### config.mk
export PLATFORM = sky130hd
export DESIGN_NAME = uart_tx_arbiter
export DESIGN_NICKNAME = d
export VERILOG_FILES = /design/src/rtl/uart_tx_arbiter.sv
export SDC_FILE = /design/constraint.sdc
export NUM_CORES = 1
export LEC_CHECK = 0
export CAP_MARGIN = 25
export CORE_UTILIZATION = 45
export DETAILED_ROUTE_END_ITERATION = 7
export PLACE_DENSITY_LB_ADDON = 0.12
export SLEW_MARGIN = 20
export SYNTH_ARGS = -nofsm -noshare
export SYNTH_HDL_FRONTEND = slang
export SYNTH_SLANG_ARGS = --single-unit
### constraint.sdc
create_clock -name clk -period 1.9 [get_ports clk]
set_clock_uncertainty 0.15 [all_clocks]
set_input_delay 0.19 -clock clk [delete_from_list [all_inputs] [get_ports clk]]
set_output_delay 0.19 -clock clk [all_outputs]
set_load 0.01 [all_outputs]
### src/rtl/uart_tx_arbiter.sv
// Round-robin arbiter that serializes whole messages from NUM_REQ sources into
// the UART TX FIFO write port as a header byte followed by MSB-first payload bytes.
module uart_tx_arbiter #(
  parameter int NUM_REQ   = 2,
  parameter int MSG_BYTES = 4
) (
  input  logic                           clk,
  input  logic                           rst_n,
  input  logic [NUM_REQ-1:0]             req,
  input  logic [NUM_REQ*MSG_BYTES*8-1:0] msg_data,
  output logic [NUM_REQ-1:0]             ack,
  input  logic                           fifo_full,
  output logic                           tx_we,
  output logic [7:0]                     tx_data,
  output logic                           busy,
  output logic [3:0]                     grant_id
);

  localparam int PW = MSG_BYTES * 8;
  localparam int SW = PW + 8;

  typedef enum logic {IDLE = 1'b0, SEND = 1'b1} state_t;

  state_t               state_r;
  state_t               state_next_s;
  logic [SW-1:0]        shift_r;
  logic [4:0]           cnt_r;
  logic [3:0]           last_r;
  logic [3:0]           grant_id_r;
  logic [NUM_REQ-1:0]   ack_r;

  logic                 hi_found_s;
  logic                 lo_found_s;
  logic                 found_s;
  logic [3:0]           hi_win_s;
  logic [3:0]           lo_win_s;
  logic [3:0]           winner_s;
  logic [PW-1:0]        hi_data_s;
  logic [PW-1:0]        lo_data_s;
  logic [PW-1:0]        win_data_s;
  logic [NUM_REQ-1:0]   hi_ack_s;
  logic [NUM_REQ-1:0]   lo_ack_s;
  logic [NUM_REQ-1:0]   win_ack_s;

  // Round-robin pick: first requester above last, otherwise first at or below last.
  always_comb begin
    hi_found_s = 1'b0;
    lo_found_s = 1'b0;
    hi_win_s   = 4'd0;
    lo_win_s   = 4'd0;
    hi_data_s  = '0;
    lo_data_s  = '0;
    hi_ack_s   = '0;
    lo_ack_s   = '0;
    for (int i = 0; i < NUM_REQ; i++) begin
      if (!hi_found_s && req[i] && (i > int'(last_r))) begin
        hi_found_s  = 1'b1;
        hi_win_s    = 4'(i);
        hi_data_s   = msg_data[i*PW +: PW];
        hi_ack_s[i] = 1'b1;
      end else begin
        hi_found_s = hi_found_s;
      end
      if (!lo_found_s && req[i] && (i <= int'(last_r))) begin
        lo_found_s  = 1'b1;
        lo_win_s    = 4'(i);
        lo_data_s   = msg_data[i*PW +: PW];
        lo_ack_s[i] = 1'b1;
      end else begin
        lo_found_s = lo_found_s;
      end
    end
    found_s = hi_found_s | lo_found_s;
    if (hi_found_s) begin
      winner_s   = hi_win_s;
      win_data_s = hi_data_s;
      win_ack_s  = hi_ack_s;
    end else begin
      winner_s   = lo_win_s;
      win_data_s = lo_data_s;
      win_ack_s  = lo_ack_s;
    end
  end

  // Write strobe is combinational so a full FIFO stalls the current byte in the same cycle.
  assign tx_we    = (state_r == SEND) && !fifo_full;
  assign tx_data  = shift_r[SW-1 -: 8];
  assign busy     = (state_r == SEND);
  assign grant_id = grant_id_r;
  assign ack      = ack_r;

  // Next-state selection.
  always_comb begin
    state_next_s = state_r;
    case (state_r)
      IDLE: begin
        if (found_s) begin
          state_next_s = SEND;
        end else begin
          state_next_s = IDLE;
        end
      end
      SEND: begin
        if (tx_we && (cnt_r == 5'd0)) begin
          state_next_s = IDLE;
        end else begin
          state_next_s = SEND;
        end
      end
      default: state_next_s = IDLE;
    endcase
  end

  // State register.
  always_ff @(posedge clk or negedge rst_n) begin
    if (!rst_n) begin
      state_r <= IDLE;
    end else begin
      state_r <= state_next_s;
    end
  end

  // Message capture, byte shifting, pointer and ack pulse.
  always_ff @(posedge clk or negedge rst_n) begin
    if (!rst_n) begin
      shift_r    <= '0;
      cnt_r      <= 5'd0;
      last_r     <= 4'(NUM_REQ - 1);
      grant_id_r <= 4'd0;
      ack_r      <= '0;
    end else begin
      ack_r <= '0;
      case (state_r)
        IDLE: begin
          if (found_s) begin
            shift_r    <= {8'hA0 | {4'h0, winner_s}, win_data_s};
            cnt_r      <= 5'(MSG_BYTES);
            last_r     <= winner_s;
            grant_id_r <= winner_s;
            ack_r      <= win_ack_s;
          end
        end
        SEND: begin
          if (tx_we) begin
            shift_r <= {shift_r[SW-9:0], 8'h00};
            if (cnt_r != 5'd0) begin
              cnt_r <= cnt_r - 5'd1;
            end
          end
        end
        default: begin
          shift_r <= '0;
        end
      endcase
    end
  end

endmodule

Word-level counts from Yosys, hierarchy flattened
Cells that the tools add are included.
{ "classes": {"addsub": 1, "n_lt_le_gt_ge": 2, "n_eq_ne": 3, "mux": 24, "bitwise_logic": 2, "reduce_logical": 12} }
{ "ops": {"columns": ["cell", "n"], "rows": [
  ["32-bit 2-to-1 mux", 4],
  ["40-bit 2-to-1 mux", 2],
  ["40-bit case mux with 2 select lines", 1],
  ["5-bit 2-to-1 mux", 3],
  ["5-bit case mux with 2 select lines", 1],
  ["1-bit 2-to-1 mux", 9],
  ["2-bit 2-to-1 mux", 3],
  ["1-bit logical AND", 5],
  ["5-bit zero test", 1],
  ["5-bit nonzero test", 1],
  ["5-bit by 1-bit subtractor with 5-bit output (second input constant)", 1],
  ["1-bit by 4-bit greater-than comparator with 1-bit output (first input constant)", 1],
  ["1-bit by 4-bit less-or-equal comparator with 1-bit output (first input constant)", 1],
  ["2-bit inequality test (second input constant)", 2],
  ["2-bit AND reduction", 2],
  ["3-bit AND reduction", 1],
  ["1-bit zero test", 2],
  ["2-bit by 1-bit inequality test with 1-bit output (second input constant)", 1],
  ["1-bit case mux with 2 select lines", 1],
  ["1-bit NOT", 1],
  ["1-bit OR", 1]
]} }
{ "totals": {"reg_bits": 56, "wordCells": 50} }

Longest topological paths before layout
Gate-level depths: netlist of run 1.
{ "logic_depth": {"word_depth": 8, "mapped_depth": 5, "mapped_depth_nobuf": 5} }

Least setup slack after synthesis of run 1
Ideal clock, no wire load.
{ "synth_timing": {"path_type": "register to register", "from": "register cnt_r[0]", "to": "register cnt_r[2]", "setup_time_ns": 0.126, "t_arrival_ns": 1.390, "required_time_ns": 1.624, "slack_ns": 0.234, "path_stages_with_launch": 6, "period_less_slack_ns": 1.666, "cell_sequence": "dfrtp_1 > inv_1 > ha_1 > or4b_4 > and2_4 > a2bb2oi_1"} }
{ "synth_between": {"elab_chain_len": 4, "word_cells_on_any_way": 7} }
{ "synth_lines": {"columns": ["element", "line", "text"], "rows": [
  ["start: declaration", "27", "logic [4:0] cnt_r;"],
  ["start signal: assignment", "137", "cnt_r <= 5'(MSG_BYTES);"],
  ["start signal: assignment", "147", "cnt_r <= cnt_r - 5'd1;"],
  ["5-bit by 1-bit subtractor with 5-bit output", "147", null],
  ["5-bit 2-to-1 mux", "146", "if (cnt_r != 5'd0) begin"],
  ["5-bit 2-to-1 mux", "144", "if (tx_we) begin"],
  ["5-bit case mux with 2 select lines", "133", "case (state_r)"]
]} }
Several ways; a longest one is shown, not always the timed one. The select of a mux whose other input is x is not followed.
A chain may end at the register's enable or synchronous reset.

Final worst setup path of run 1
{ "layout_timing": {"from": "input req[0]", "to": "register shift_r[5]"} }
{ "layout_between": {"elab_chain_len": 8, "word_cells_on_any_way": 13} }
{ "layout_lines": {"columns": ["element", "line", "text"], "rows": [
  ["start: declaration", "9", "input logic [NUM_REQ-1:0] req,"],
  ["1-bit 2-to-1 mux", "64", "if (!lo_found_s && req[i] && (i <= int'(last_r))) begin"],
  ["1-bit zero test", "64", null],
  ["1-bit logical AND (2 in series)", "64", null],
  ["32-bit 2-to-1 mux or 1-bit 2-to-1 mux (tied branches)", "64", null],
  ["32-bit 2-to-1 mux or 1-bit OR (tied branches)", "74, 73", null],
  ["40-bit 2-to-1 mux or 2-bit inequality test (tied branches)", null, null],
  ["40-bit case mux with 2 select lines or 2-bit AND reduction (tied branches)", null, null],
  ["end signal: assignment", "136", "shift_r <= {8'hA0 | {4'h0, winner_s}, win_data_s};"],
  ["end signal: assignment", "145", "shift_r <= {shift_r[SW-9:0], 8'h00};"],
  ["end: declaration", "26", "logic [SW-1:0] shift_r;"]
]} }
Several ways; a longest one is shown, not always the timed one. The select of a mux whose other input is x is not followed.

==> results of run 1 <==
-- how the worst min path moves through the flow --
| stage | endpoint | slack (ns) |
|---|---|---|
| floorplan | ack[0] | -0.26 |
| global placement | cnt_r[3] | 0.03 |
| detailed placement | cnt_r[3] | 0.03 |
| CTS | cnt_r[3] | 0.24 |
| global route | cnt_r[3] | 0.25 |
| finish | cnt_r[3] | 0.23 |
-- timing repair --
action                                  CTS  global route
hold endpoints to repair                 50             0
hold buffers                              1             0
buffers inserted                          4             0
endpoints found under the setup margin    1             0
-- cells in the mapped netlist, drive strengths merged, types with 2 or more instances --
master / instances
nand3: 8
mux2i: 2
nor3b: 12
o32a: 4
buf: 22
nand2: 39
inv: 3
a221o: 4
o21a: 4
and2: 2
clkbuf: 14
nand2b: 4
a21o: 2
o221ai: 20
nor2: 3
o21ai: 24
o2bb2ai: 4
a21boi: 2
dfrtp: 49
a32oi: 24
-- through the flow --
step	power [W]	hold slack, ns	std cells	worst slack (ns)	utilization, %
finish	0.00425	0.231	411	0.121	65.1
global route	0.00456	0.254	411	0.0436	65.1
CTS	0.00426	0.239	411	0.00517	65.0
detailed placement	0.00357	0.0317	398	-0.248	62.6
global placement	0.00351	0.0306	398	-0.183	62.6
floorplan	0.00293	-0.256	264	0.234	-
-- metal layers --
layer / GRT usage [%] / vias to the layer above / part of all wire [%]
li1: - / 1135 / -
met1: 32.2 / 1118 / 44
met2: 39.8 / 82 / 48
met3: 4.88 / 10 / 6.1
met4: 6.67 / 0 / 1.5
met5: 0 / - / 0
-- where the power goes --
part	switching [W]	total [W]	internal (W)
Clock	0.000335	0.000629	0.000294
Sequential	0.000270	0.00177	0.00150
Combinational	0.000887	0.00185	0.000959
Total	0.00149	0.00425	0.00275
-- layout make-up --
cell class                 count  area [um^2]
inverter                       4         15.0
multi-input combinational    174         1170
sequential                    50         1250
clock inverter                 1         5.00
tap                           72         90.1
fill                         474         1930
timing repair buffer         103          986
clock buffer                   7         86.3
-- worst max-delay path, delay by kind of cell --
family	cells	cell delay [ns]
compound gates	1	0.33
buf+inv	2	0.86
simple gates	2	0.43
-- state kept, by name (all words and copies together) (netlist names) --
register and count:
shift_r 40, cnt_r 5, ack 2, busy 1, grant_id 1, last_r 1
-- cells in the final DEF, fill, tap and decap left out, types with 2 or more instances in the layout --
cell type	count
o221ai_1	20
nor2_1	3
o32a_1	4
inv_1	3
nor3b_1	12
a221o_1	4
o21ai_0	24
mux2i_1	2
clkbuf_8	6
nand3_1	8
conb_1	3
a32oi_1	24
nand2b_1	3
nand2_1	39
dfrtp_1	48
o21a_1	4
buf_4	20
clkdlybuf4s50_1	80
o2bb2ai_1	4
a21o_1	2
-- cell families (layout without fill, tap and decap cells) --
kind of cell,after synthesis,in the layout
buffers and inverters,40,115
DFF,50,50
adders and majority gates,1,1
muxes,3,3
and+or+nand+nor,75,75
AOI/OAI and AO/OA,92,92
other,1,3
==> metrics.md, run 1 <==
| Metric | Value |
|---|---|
| Fin. Hold Viols | 0 |
| CP max-delay cell | clkdlybuf4s50_1 |
| Synth Area in Adders | 0.478% |
| Share of post-route cells with drive strength above 1 | 11.5% |
| Die height | 78.3 um |
| Total GRT Usage | 24.1% |
| CTS tree | built |
| Final Cell Area | 3610 um^2 |
| I/O pin cnt | between 80 and 90 |
| CTS Root Cell | clkbuf_8 |
| Synth Area in Compound Gates | 27.6% |
| Cell Area, Synth | 2620 um^2 |
| Sinks on Clock Net | 50 |
| Worst path cell trace | clkdlybuf4s50_1 > buf_4 > nor3_2 > or2_1 > a221o_1 |
| P_leak | 1.48 nW |
| Worst min-delay path category | in -> async |
| Crit path from | req[0] |
| Syn Area/Cell | 9.99 um^2 |
| Multiplexer share of the synthesized area | 1.20% |
| Post-Synth XOR/XNOR Area | 0% |
| Crit path time final | 1.78 ns |
| Synth async-reset ratio | 100% |
| Setup TNS Final | 0 ns |
| Wire per inst | 17.0 um |
| Post-cts gate resize count | 0 |
| Post-synth EDFFs | 0 |
| First-pass GRT wire length | about 11 mm |
| Via count | 2345 |
| Gp weighted congestion | 0.801 |
| Final nets | just over 400 |
| Crit end category | register |
| Vias per inst | 5.71 |
| Worst Path Required | 1.93 ns |
| Total wire length | 6.97 mm |
| R2R Setup Slk | 0.12 ns |
| HPWL after DPL | between 4 and 5 mm |
| Main combinational cell family by area after synthesis | compound AO/OA/AOI/OAI gates |
| Port Buffers | 81 |
| Status | complete, no violations |
| Launch point of the worst reg-to-reg path | cnt_r[0] |
| Post-synth top area cell | dfrtp_1 |
| Share of the synthesized area in the top cell type | 46.9% |
| Antenna cell count | 0 |
| Max Fclk | 562 MHz |
| Final setup fails | 0 |
| CTS Buf Count | 5 |
| Max-slew violations | 0 |
| Sequential share of the synthesized area | 47.9% |
| Top FF cell, synth | dfrtp_1 |
| Rows | 27 |
| Vias in the first global route | 2377 |
| P&R area growth vs syn | 37.9% |
| R2R cell count | 5 |
| Horiz. Die Dim | 78.3 um |
| RSZ-0062 raised after global routing | false |
| DP Area | 3470 um^2 |
| Worst-path clk slew | 0.09 ns |
| Fin crit share | 93.6% |
| Max Cap Viol | 0 |
| #FFs+latches synth | 50 |
| End of the critical path | shift_r[5] |
| Initial antenna violation count | 0 |
| Pwr dens | about 1200 nW/um^2 |
| Critical path class | in -> reg |
| H-tree depth | 2 |
| Peak supply drop | 0.551 mV |
| Residual DRC | 0 |
| Slew HR | 53.0% |
| Netlist cell types | 41 |
| FF-to-FF End | cnt_r[2] |
| Critical path fanouts, max | 28 |
| Largest cells by area after synthesis | dfrtp_1 47%, a32oi_1 8.0%, o221ai_1 6.7% |
| Cells after Synth | between 200 and 300 |
| Worst-case clock buffer depth | 2 |
| Antenna Nets Post-Route | 0 |
| DR pass1 iterations | 4 |
| Crit path DAT | 1.81 ns |
| Initial DRC count | roughly 180 |
| YS warnings | 0 |
| Core area | 5540 um^2 |
| Clock Latency Late Sink | 0.30 ns |
| Simple-gate share of the synthesized area | 14.6% |
| Worst Max-Slew Pin Slew | 0.703 ns |
| GRT Residual Overflow | 0 |
| Starting density of the core | 47.2% |
| Largest net degree at the start of global routing | 45 |
| Die Area | 6120 um^2 |
| CP peak stage delay | 0.52 ns |
| CP startpoint kind | input pin |
No activity file was read; power rests on OpenSTA's default activity.
==> inputs of run 2 (changes only) <==
--- a/config.mk
+++ b/config.mk
@@ -8,7 +8,7 @@
 export CAP_MARGIN = 25
 export CORE_UTILIZATION = 45
 export DETAILED_ROUTE_END_ITERATION = 7
-export PLACE_DENSITY_LB_ADDON = 0.12
+export PLACE_DENSITY_LB_ADDON = 0.2
 export SLEW_MARGIN = 20
 export SYNTH_ARGS = -nofsm -noshare
 export SYNTH_HDL_FRONTEND = slang
==> run 2 against run 1 <==
  * Maximum frequency fell by 3.9%
  * Sequential share of layout area rose by 0.19 points
  * Register-to-register slack barely moved
  * Flip-flop and latch count did not move
  * Largest cell class unchanged
  * Cell count fell by 1.2%
  * Die area did not move
  * Combinational power fell by 3%
  * Wire length fell by 4.1%
  * Total power fell by 0.74%
  * Core utilization fell by 0.36 points
  * Hold slack got worse by 0.12 ns
  * Via count rose by 1.6%
==> metrics.md, run 2 (synthesis gave the netlist of run 1 again) <==
| Metric | Value |
|---|---|
| Status | complete, no violations |
| Crit path DAT | 1.51 ns |
| Die Area | 6120 um^2 |
| Antenna cell count | 0 |
| First-pass GRT wire length | 11.1 mm |
| Most frequent cells in the layout | 80 x clkdlybuf4s50_1, 48 x dfrtp_1, 39 x nand2_1, 24 x o21ai_0, 24 x a32oi_1 |
| Antenna Nets Post-Route | 0 |
| P&R area growth vs syn | 37.2% |
| Crit path time final | around 1.9 ns |
| CTS tree | built |
| Worst min-delay path category | in -> async |
| Clock Latency Late Sink | 0.31 ns |
| Initial antenna violation count | 0 |
| Die height | around 80 um |
| HPWL after DPL | about 4.8 mm |
| Commonest non-fill, non-tap cell in the layout | clkdlybuf4s50_1 |
| Total GRT Usage | around a quarter |
| Reg power frac | around two fifths |
| Vias per inst | around 6 |
| Peak supply drop | between 0.6 and 0.7 mV |
| Final core utilization | between 60% and 70% |
| Sinks on Clock Net | 50 |
| RSZ-0062 raised after global routing | false |
| Port Buffers | 81 |
| Rows | 27 |
| Critical path class | reg -> out |
| Internal | 0.00272 W |
| Worst-case clock buffer depth | 2 |
| Final setup fails | 0 |
| Biggest register | shift_r |
| Vias in the first global route | 2259 |
| Starting density of the core | 47.2% |
| Worst Path Required | 1.56 ns |
| Placed Cells | 397 |
| Pwr dens | 1170 nW/um^2 |
| Largest net degree at the start of global routing | 43 |
| CTS Root Cell | clkbuf_8 |
| Critical path fanouts, max | 13 |
| I/O pin cnt | 85 |
| P_leak | ~1.5 nW |
| Residual DRC | 0 |
| GRT Residual Overflow | 0 |
| Core area | 5540 um^2 |
| Fin crit share | 97.4% |
| Wire per inst | around 16 um |
| DR pass1 iterations | 4 |
| Max-slew violations | 0 |
| Initial DRC count | 161 |
| Via count | 2382 |
| CTS Buf Count | 5 |
| Crit end category | primary output |
| CP startpoint kind | register |
| Switching share of power | 35.4% |
| Clk pwr share | 15.2% |
| Net Switching | 0.00149 W |
| H-tree depth | 2 |
| Gp weighted congestion | between 0.8 and 0.9 |
| Total wire length | around 6.7 mm |
| Share of post-route cells with drive strength above 1 | 10.2% |
| Fin. Hold Viols | 0 |
| Comb power frac | 42.7% |
| Largest register FFs | 40 |
| Max Fclk | 540 MHz |
| Final std cells w/o fill | about 400 |
| Worst-path clk slew | 0.09 ns |
| Max Cap Viol | 0 |
| Postcts setup bufs | 0 |
| Final nets | 403 |
| Horiz. Die Dim | approximately 78 um |
[run 2: changes by cell type in the layout (fill, tap and decap cells not counted)]
cell      previous run  this run
buf_4               20        13
buf_12               1         3
a21boi_2             0         1
a21boi_4             1         0
[run 2: area by class of cell]
type	count	area, um^2
Inverter	4	15.0
Clock inverter	1	5.00
Clock buffer	7	86.3
Sequential cell	50	1250
Tap cell	72	90.1
Timing Repair Buffer	98	973
Multi-Input combinational cell	174	1160
Fill cell	471	1950
[run 2: through the flow]
stage                     power, W  area [um^2]   TNS, ns  hold WS [ns]  worst slack (ns)
after floorplan            0.00293         2620         0        -0.256             0.234
after global placement     0.00352         3490  -0.00739       -0.0811          -0.00739
after detailed placement   0.00359         3490   -0.0241       -0.0782           -0.0227
after CTS                  0.00423         3590         0         0.123            0.0551
after global routing       0.00451         3590         0         0.142           0.00160
final                      0.00421         3590         0         0.115            0.0488
[run 2: worst max-delay path, cell delays in order, from the launching register on]
cell	delay, ns
dfrtp_2	0.43
buf_4	0.21
clkdlybuf4s50_1	0.56
[run 2: repair_timing]
item,in CTS,in global routing
hold buffers,1,0
gates resized for setup,0,0
endpoints found under the hold margin,49,0
[run 2: layer usage]
layer / global-route usage, % / share of wire [%] / up-vias
li1: - / - / 1125
met4: 8.52 / 1.6 / 0
met5: 0 / 0 / -
met1: 30.6 / 43 / 1169
met3: 4.88 / 6.6 / 8
met2: 38.9 / 49 / 80
[run 2: worst paths after layout]
kind	start	to	slack, ns	cells past startpoint
max	busy	busy	0.05	2
min	rst_n	cnt_r[1]	0.12	2
max reg2reg	cnt_r[0]	cnt_r[2]	0.12	5
min reg2reg	shift_r[30]	shift_r[38]	0.31	2
max in group asynchronous	rst_n	last_r[0]	0.93	3
min in group clk	shift_r[30]	shift_r[38]	0.31	2
[run 2: power groups by stage]
stage          clock network (W)  registers, W  logic (W)
2_1_floorplan                  0       0.00171    0.00122
3_3_place_gp                   0       0.00177    0.00175
3_5_place_dp                   0       0.00178    0.00181
4_1_cts                 0.000651       0.00177    0.00181
5_1_grt                 0.000705       0.00182    0.00199
6_report                0.000642       0.00177    0.00180
